`src/rtl/bullet_launcher.sv`:
```
// One bullet slot: accepts a launch request, steps the bullet once per frame,
// retires it on screen exit or hit, then waits out a cooldown before re-arming.
module bullet_launcher #(
    parameter int          SCREEN_W        = 640,
    parameter int          SCREEN_H        = 480,
    parameter int          RADIUS          = 4,
    parameter int          SPEED           = 8,
    parameter logic [15:0] COLOR           = 16'hFFE0,
    parameter int          COOLDOWN_FRAMES = 10
) (
    input  logic        Clk,
    input  logic        Reset_n,
    input  logic        frame_clk,
    input  logic        fire,
    input  logic [10:0] fire_x,
    input  logic [10:0] fire_y,
    input  logic [1:0]  fire_dir,
    input  logic        hit,
    output logic        fire_ack,
    output logic        active,
    output logic        ready,
    output logic [10:0] BulletX,
    output logic [10:0] BulletY,
    output logic [10:0] BulletRadius,
    output logic [15:0] BulletColor
);

    localparam int                 CNT_W   = (COOLDOWN_FRAMES < 2) ? 1 : $clog2(COOLDOWN_FRAMES + 1);
    localparam logic [CNT_W-1:0]   CD_LOAD = CNT_W'(COOLDOWN_FRAMES);
    localparam logic [CNT_W-1:0]   CD_ONE  = CNT_W'(1);
    localparam logic [10:0]        X_LIM   = 11'(SCREEN_W);
    localparam logic [10:0]        Y_LIM   = 11'(SCREEN_H);
    localparam logic signed [11:0] X_MAX   = 12'(SCREEN_W - 1);
    localparam logic signed [11:0] Y_MAX   = 12'(SCREEN_H - 1);
    localparam logic signed [11:0] STEP    = 12'(SPEED);
    localparam logic [10:0]        RAD     = 11'(RADIUS);

    typedef enum logic [1:0] {
        ST_IDLE     = 2'd0,
        ST_FLYING   = 2'd1,
        ST_COOLDOWN = 2'd2
    } state_t;

    state_t            r_state;
    logic [2:0]        r_frame_sync;
    logic              r_tick;
    logic [10:0]       r_x;
    logic [10:0]       r_y;
    logic [1:0]        r_dir;
    logic [CNT_W-1:0]  r_cd_cnt;
    logic              r_fire_ack;
    logic              r_active;
    logic              r_ready;
    logic [10:0]       r_radius;

    logic              w_vertical;
    logic signed [11:0] w_cur;
    logic signed [11:0] w_next;
    logic              w_exit;
    logic              w_retire;
    logic              w_fire_ok;

    // Bits [1:0] synchronise frame_clk; bit [2] is the previous sample for edge detect.
    always_ff @(posedge Clk or negedge Reset_n) begin
        if (!Reset_n) begin
            r_frame_sync <= 3'b000;
            r_tick       <= 1'b0;
        end else begin
            r_frame_sync <= {r_frame_sync[1:0], frame_clk};
            r_tick       <= r_frame_sync[1] & ~r_frame_sync[2];
        end
    end

    always_comb begin
        w_vertical = ~r_dir[1];
        w_cur      = w_vertical ? $signed({1'b0, r_y}) : $signed({1'b0, r_x});
        w_next     = r_dir[0] ? (w_cur + STEP) : (w_cur - STEP);
        w_exit     = (w_next < 12'sd0) || (w_next > (w_vertical ? Y_MAX : X_MAX));
        w_retire   = (r_state == ST_FLYING) && (hit || (r_tick && w_exit));
        w_fire_ok  = fire && (fire_x < X_LIM) && (fire_y < Y_LIM);
    end

    always_ff @(posedge Clk or negedge Reset_n) begin
        if (!Reset_n) begin
            r_state    <= ST_IDLE;
            r_x        <= 11'd0;
            r_y        <= 11'd0;
            r_dir      <= 2'b00;
            r_cd_cnt   <= '0;
            r_fire_ack <= 1'b0;
            r_active   <= 1'b0;
            r_ready    <= 1'b1;
            r_radius   <= 11'd0;
        end else begin
            r_fire_ack <= 1'b0;
            case (r_state)
                ST_IDLE: begin
                    if (w_fire_ok) begin
                        r_x        <= fire_x;
                        r_y        <= fire_y;
                        r_dir      <= fire_dir;
                        r_fire_ack <= 1'b1;
                        r_active   <= 1'b1;
                        r_ready    <= 1'b0;
                        r_radius   <= RAD;
                        r_state    <= ST_FLYING;
                    end
                end
                ST_FLYING: begin
                    // Hit wins over a coincident tick; on exit the last legal position is kept.
                    if (w_retire) begin
                        r_active <= 1'b0;
                        r_radius <= 11'd0;
                        if (COOLDOWN_FRAMES == 0) begin
                            r_state <= ST_IDLE;
                            r_ready <= 1'b1;
                        end else begin
                            r_state  <= ST_COOLDOWN;
                            r_cd_cnt <= CD_LOAD;
                        end
                    end else if (r_tick) begin
                        if (w_vertical) begin
                            r_y <= w_next[10:0];
                        end else begin
                            r_x <= w_next[10:0];
                        end
                    end
                end
                ST_COOLDOWN: begin
                    if (r_tick) begin
                        if (r_cd_cnt == CD_ONE) begin
                            r_state <= ST_IDLE;
                            r_ready <= 1'b1;
                        end else begin
                            r_cd_cnt <= r_cd_cnt - CD_ONE;
                        end
                    end
                end
                default: begin
                    r_state  <= ST_IDLE;
                    r_active <= 1'b0;
                    r_radius <= 11'd0;
                    r_ready  <= 1'b1;
                end
            endcase
        end
    end

    assign fire_ack     = r_fire_ack;
    assign active       = r_active;
    assign ready        = r_ready;
    assign BulletX      = r_x;
    assign BulletY      = r_y;
    assign BulletRadius = r_radius;
    assign BulletColor  = COLOR;

endmodule
```
`config.mk`:
```
export PLATFORM = sky130hd
export DESIGN_NAME = bullet_launcher
export DESIGN_NICKNAME = d
export VERILOG_FILES = /design/src/rtl/bullet_launcher.sv
export SDC_FILE = /design/constraint.sdc
export NUM_CORES = 1
export LEC_CHECK = 0
export ABC_AREA = 1
export CORE_MARGIN = 2
export CORE_UTILIZATION = 50
export DETAILED_ROUTE_END_ITERATION = 7
export PLACE_DENSITY = 0.87
export SLEW_MARGIN = 20
export SYNTH_ARGS = -nofsm -noshare
export SYNTH_HDL_FRONTEND = slang
export SYNTH_SLANG_ARGS = --single-unit
```
`constraint.sdc`:
```
create_clock -name Clk -period 4.6 [get_ports Clk]
set_clock_uncertainty 0.1 [all_clocks]
set_input_delay 0.46 -clock Clk [delete_from_list [all_inputs] [get_ports Clk]]
set_output_delay 0.46 -clock Clk [all_outputs]
set_load 0.03 [all_outputs]
```
* Word-level counts from Yosys, hierarchy flattened
Cells that the tools add are included.
Operators by class: multiplexer cells 34, reduce and logical (&&, ||, !) cells 16, equality and inequality tests 12, add/subtract/negate cells 3, bitwise logic cells 4, order comparisons 4
Operator list (number):
- $mux 11 | 11
- $pmux 11 s2 | 2
- $pmux 11 s3 | 1
- $ne 2x2->1 const B | 9
- $add 11x4->12 const B | 1
- $gt 12x11->1 | 1
- $lt 12x1->1 const B | 1
- $mux 12 | 1
- $mux 4 | 3
- $reduce_and 4->1 | 3
- $sub 11x4->12 const B | 1
- $lt 11x10->1 const B | 1
- $lt 11x9->1 const B | 1
- $mux 10 | 1
- $reduce_and 5->1 | 2
- $mux 2 | 4
- $pmux 4 s2 | 1
- $mux 1 | 7
- $pmux 1 s3 | 2
- $pmux 2 s3 | 1
- $eq 4x1->1 const B | 1
- $logic_and 1x1->1 | 4
- $reduce_bool 2->1 | 2
- $sub 4x1->4 const B | 1
- other kinds (8) | 11
Storage, ports and cells: flip-flop bits (word level) 48, output and inout port bits 52, logic and storage cells 84, bits of input ports 29

* Depth between registers and ports, before layout
depth in word-level cells 10, gate-level depth with buffers 24, mapped depth without buffers 23

* Worst setup path before layout
No wires, ideal clock.
kind reg2reg, start point register r_dir[1], end point register r_y[3] (netlist: BulletY[3]), path buffers 1, data arrival time 2873 ps, required time 4382 ps, cell stages (with the launch flop) 21, path slack 1508 ps, period minus slack after synthesis 3092 ps, library setup time 118 ps, path through dfrtp_1 inv_2 buf_6 nand2_1 nand2_1 fa_1 nand3_1 nand2_1 a31oi_1 xor2_1 ha_1 a21oi_1 o211ai_1 nor2_1 nand2_1 nand2_2 nand2_4 nand2_8 nand2_2 nand2_1 nand2_1
On the way: cells in the longest elaborated chain, start to end 10, elaborated cells between the ends (all ways) 18, classes of those cells 2 x add/sub; 2 x order compare; 2 x eq/ne; 7 x mux; 5 x reduce/logical
Ends and longest elaborated chain:
- start: declaration | RTL line 49 | logic [1:0] r_dir;
- start signal: assignment | RTL line 101 | r_dir <= fire_dir;
- $mux 11 | RTL line 76 | w_cur = w_vertical ? $signed({1'b0, r_y}) : $signed({1'b0, r_x});
- $sub 11x4->12 or $add 11x4->12 (tied branches) | RTL line 77 | w_next = r_dir[0] ? (w_cur + STEP) : (w_cur - STEP);
- $mux 12 | RTL line 77
- $lt 12x1->1 or $gt 12x11->1 (tied branches) | RTL line 78 | w_exit = (w_next < 12'sd0) || (w_next > (w_vertical ? Y_MAX : X_MAX));
- $logic_or 1x1->1 | RTL line 78
- $logic_and 1x1->1 | RTL line 79 | w_retire = (r_state == ST_FLYING) && (hit || (r_tick && w_exit));
- $logic_or 1x1->1 | RTL line 79
- $logic_and 1x1->1 | RTL line 79
- $ne 2x2->1 (no line)
- $reduce_and 5->1 (no line)
- end signal: assignment | RTL line 100 | r_y <= fire_y;
- end signal: assignment | RTL line 123 | r_y <= w_next[10:0];
- end: declaration | RTL line 48 | logic [10:0] r_y;
Parallel ways exist; a longest one is shown, timed or not. The select of a mux whose other input is x is not followed. A chain may end at the register's enable or synchronous reset.

* Worst setup path in the final report
start point register r_dir[1], end point register r_y[8] (netlist: BulletY[8])
Same word-level chain as after synthesis.

==> run metrics <==
sequential share of power=0.337; CTS tree=yes; Crit Path Class=reg -> reg; Clk network pwr share=0.212; Hold Vio Cnt, Final=0; final worst path period share=0.8588; Post-CTS Resized=0; grt total ovfl=0; GRT Resource Usage Total=0.2265; synthesized instance count=365; IO Count=81; Final WS setup=649.7 ps; Lkg Pwr=1.813 nW; min cycle time layout=3950 ps; arrival time at the worst endpoint=4070 ps; placed instance area=0.003218 mm²; dpl ws=768.7 ps; XOR/XNOR share of the synthesized area=0.01585; Ys Warns=0; most instantiated cells after synthesis=nand2_1 (149), dfrtp_1 (36), inv_1 (31); worst hold path type=in -> async; DRC=0; largest net degree at the start of global routing=38; NumNets Final=461; mux share of post-synthesis cell area=0; synthesized area=0.002763 mm²; async set-reset flop share out of synthesis=1.000; CP Capture Type=flop; Antenna diodes=0; Final Util=0.6169; DRT antenna net count=0; Max IR drop VDD=0.2207 mV; Core Region=0.005405 mm²; row count=27; Synth Area in Compound Gates=0.05254; Final Max Slew Viols=0; initial antenna violation count=0; Initial DRC Count=211; CTS Hold Bufs=0; hpwl dp=4947 µm; Worst-Margin Slew=801.3 ps; Fmax=0.2531 GHz; GPL Wtd Cong=0.9202; Post-Synth Adder-Cell Area=0.07065; htree depth=2; status=completed; switching pwr=556.8 µW; Sw Ratio=0.4125; post-route setup TNS=0 ps; Die Area=0.006136 mm²; syn avg cell area=7.569 µm²; synthesis-to-layout area growth=20.70%; initial core utilization=0.5111; pwr dens=404.8 mW/mm²; vias in the first global route=2418; Seq cells post-synth=37; WL/cell=13.38 µm; Max Root-Sink Buffers=2; count of flip-flops with a built-in enable after synthesis=0; Worst Path Max Fanout=25; routed via count=2480; Synth area leader=dfrtp_1; global-route wire length before repair=11050 µm; drt first pass iters=4; Setup Viol. Count Final=0; combinational fraction of design power=0.451; later-pin clock latency in the skew report=290 ps; Int Pwr=792.9 µW; CTS clk-pin slew, worst paths=70 ps; die span in y=78.33 µm; simple-gate portion of the synthesized area=0.3768; WL final=6556 µm; post-synthesis sequential area ratio=0.3356; post-route insts no fill=490; Top FF cell, synth=dfrtp_1; RSZ-0062 raised after global routing=false; max-cap viol count=0; Finished Cell Area=0.003334 mm²; # placed instances=482; combinational family with the most area after synthesis=simple AND/OR/NAND/NOR gates; Max-slew headroom=0.4658; cell with the most instances after synthesis=nand2_1; worst hold slack=154.0 ps; drt via density=5.061; layout cell share with drive strength beyond 1=0.1100; post-synth cell types=33; IO buf count=54; clock root cell=clkbuf_8; power after layout=1.350 mW; crit start category=flop; Post-CTS Setup Bufs=0; CP required=4720 ps; clock net sink count=37; post-synth top area share=0.3261; Die Wd=78.33 µm; ranking of synthesized cells by area=dfrtp_1 (33%), nand2_1 (20%), buf_4 (7.6%); cts bufs inserted=5
==> routing by layer <==
layer  part of all wire  wire, µm  global-route usage
met1               0.41      2664              0.2906
met2               0.48      3147              0.3690
met3              0.085       557             0.05057
met4              0.029       187             0.09649
met5                  0         0                   0
==> critical path, stage by stage, from the launching register on <==
cell      delay (ps)
dfrtp_1          710
inv_2            260
nand2_1          120
nand2_1           60
ha_1             360
nand2_1           90
inv_1             60
nand2_4           70
nand2_4           60
a21oi_1          180
xor2_1           290
ha_1             300
nand2_1           80
inv_1             50
o211ai_1         160
nor2_1            60
nand2_1           80
nand2_2           60
nand2_4          130
nand2_8          170
nand2_2          220
nand2_1           90
nand2_1           90
==> power groups by stage <==
stage | combinational, mW | clock (mW) | sequential (mW)
global placement | 0.579 | 0 | 0.453
CTS | 0.610 | 0.288 | 0.451
detailed placement | 0.604 | 0 | 0.456
floorplan | 0.384 | 0 | 0.506
finish | 0.608 | 0.286 | 0.455
global route | 0.675 | 0.304 | 0.461
==> placed cells by master, fill, tap and decap left out, drive strengths merged, types with 2 or more instances in the layout <==
cell	synthesis	layout
nor3	2	2
nand4	8	8
dfrtp	36	36
clkdlybuf4s50	0	53
conb	2	26
nand3	31	31
nand2	159	159
inv	32	32
buf	33	4
or2	2	2
xor2	5	5
ha	14	14
nor2	10	10
o21ai	9	9
a21oi	10	10
clkbuf	3	7
a31oi	2	2
==> registers in the layout, summed over array words and instances (netlist names) <==
| name | cells |
|---|---|
| r_frame_sync | 3 |
| r_cd_cnt | 4 |
| ready | 1 |
| r_dir | 2 |
| fire_ack | 1 |
| BulletX | 11 |
| r_state | 2 |
| BulletRadius | 1 |
| r_tick | 1 |
| BulletY | 11 |
==> kinds of logic after synthesis <==
logic type / after synthesis
AOI/OAI and AO/OA: 24
DFF: 37
adders and majority gates: 15
and+or+nand+nor: 214
other: 2
buffers and inverters: 68
xor gates and xnor gates: 5
==> worst paths after layout <==
kind                       slack (ps)         endpoint  cells past startpoint            start
setup / recovery                  650       BulletY[8]                     22         r_dir[1]
hold / removal                    150         fire_ack                      1          Reset_n
setup reg to reg                  650       BulletY[8]                     22         r_dir[1]
hold reg to reg                   260  r_frame_sync[1]                      0  r_frame_sync[0]
max in group asynchronous        3740      r_cd_cnt[2]                      1          Reset_n
min in group Clk                  260  r_frame_sync[1]                      0  r_frame_sync[0]
==> area by class of cell <==
class                      count  area, µm²
clock buffer                   7      86.33
multi-input combinational    284       1523
tap                           72      90.09
clock inverter                 1      30.03
sequential                    37      927.1
timing repair buffer          57      558.0
inverter                      32      120.1
fill                         489       2071
No activity file was read; power rests on OpenSTA's default activity.
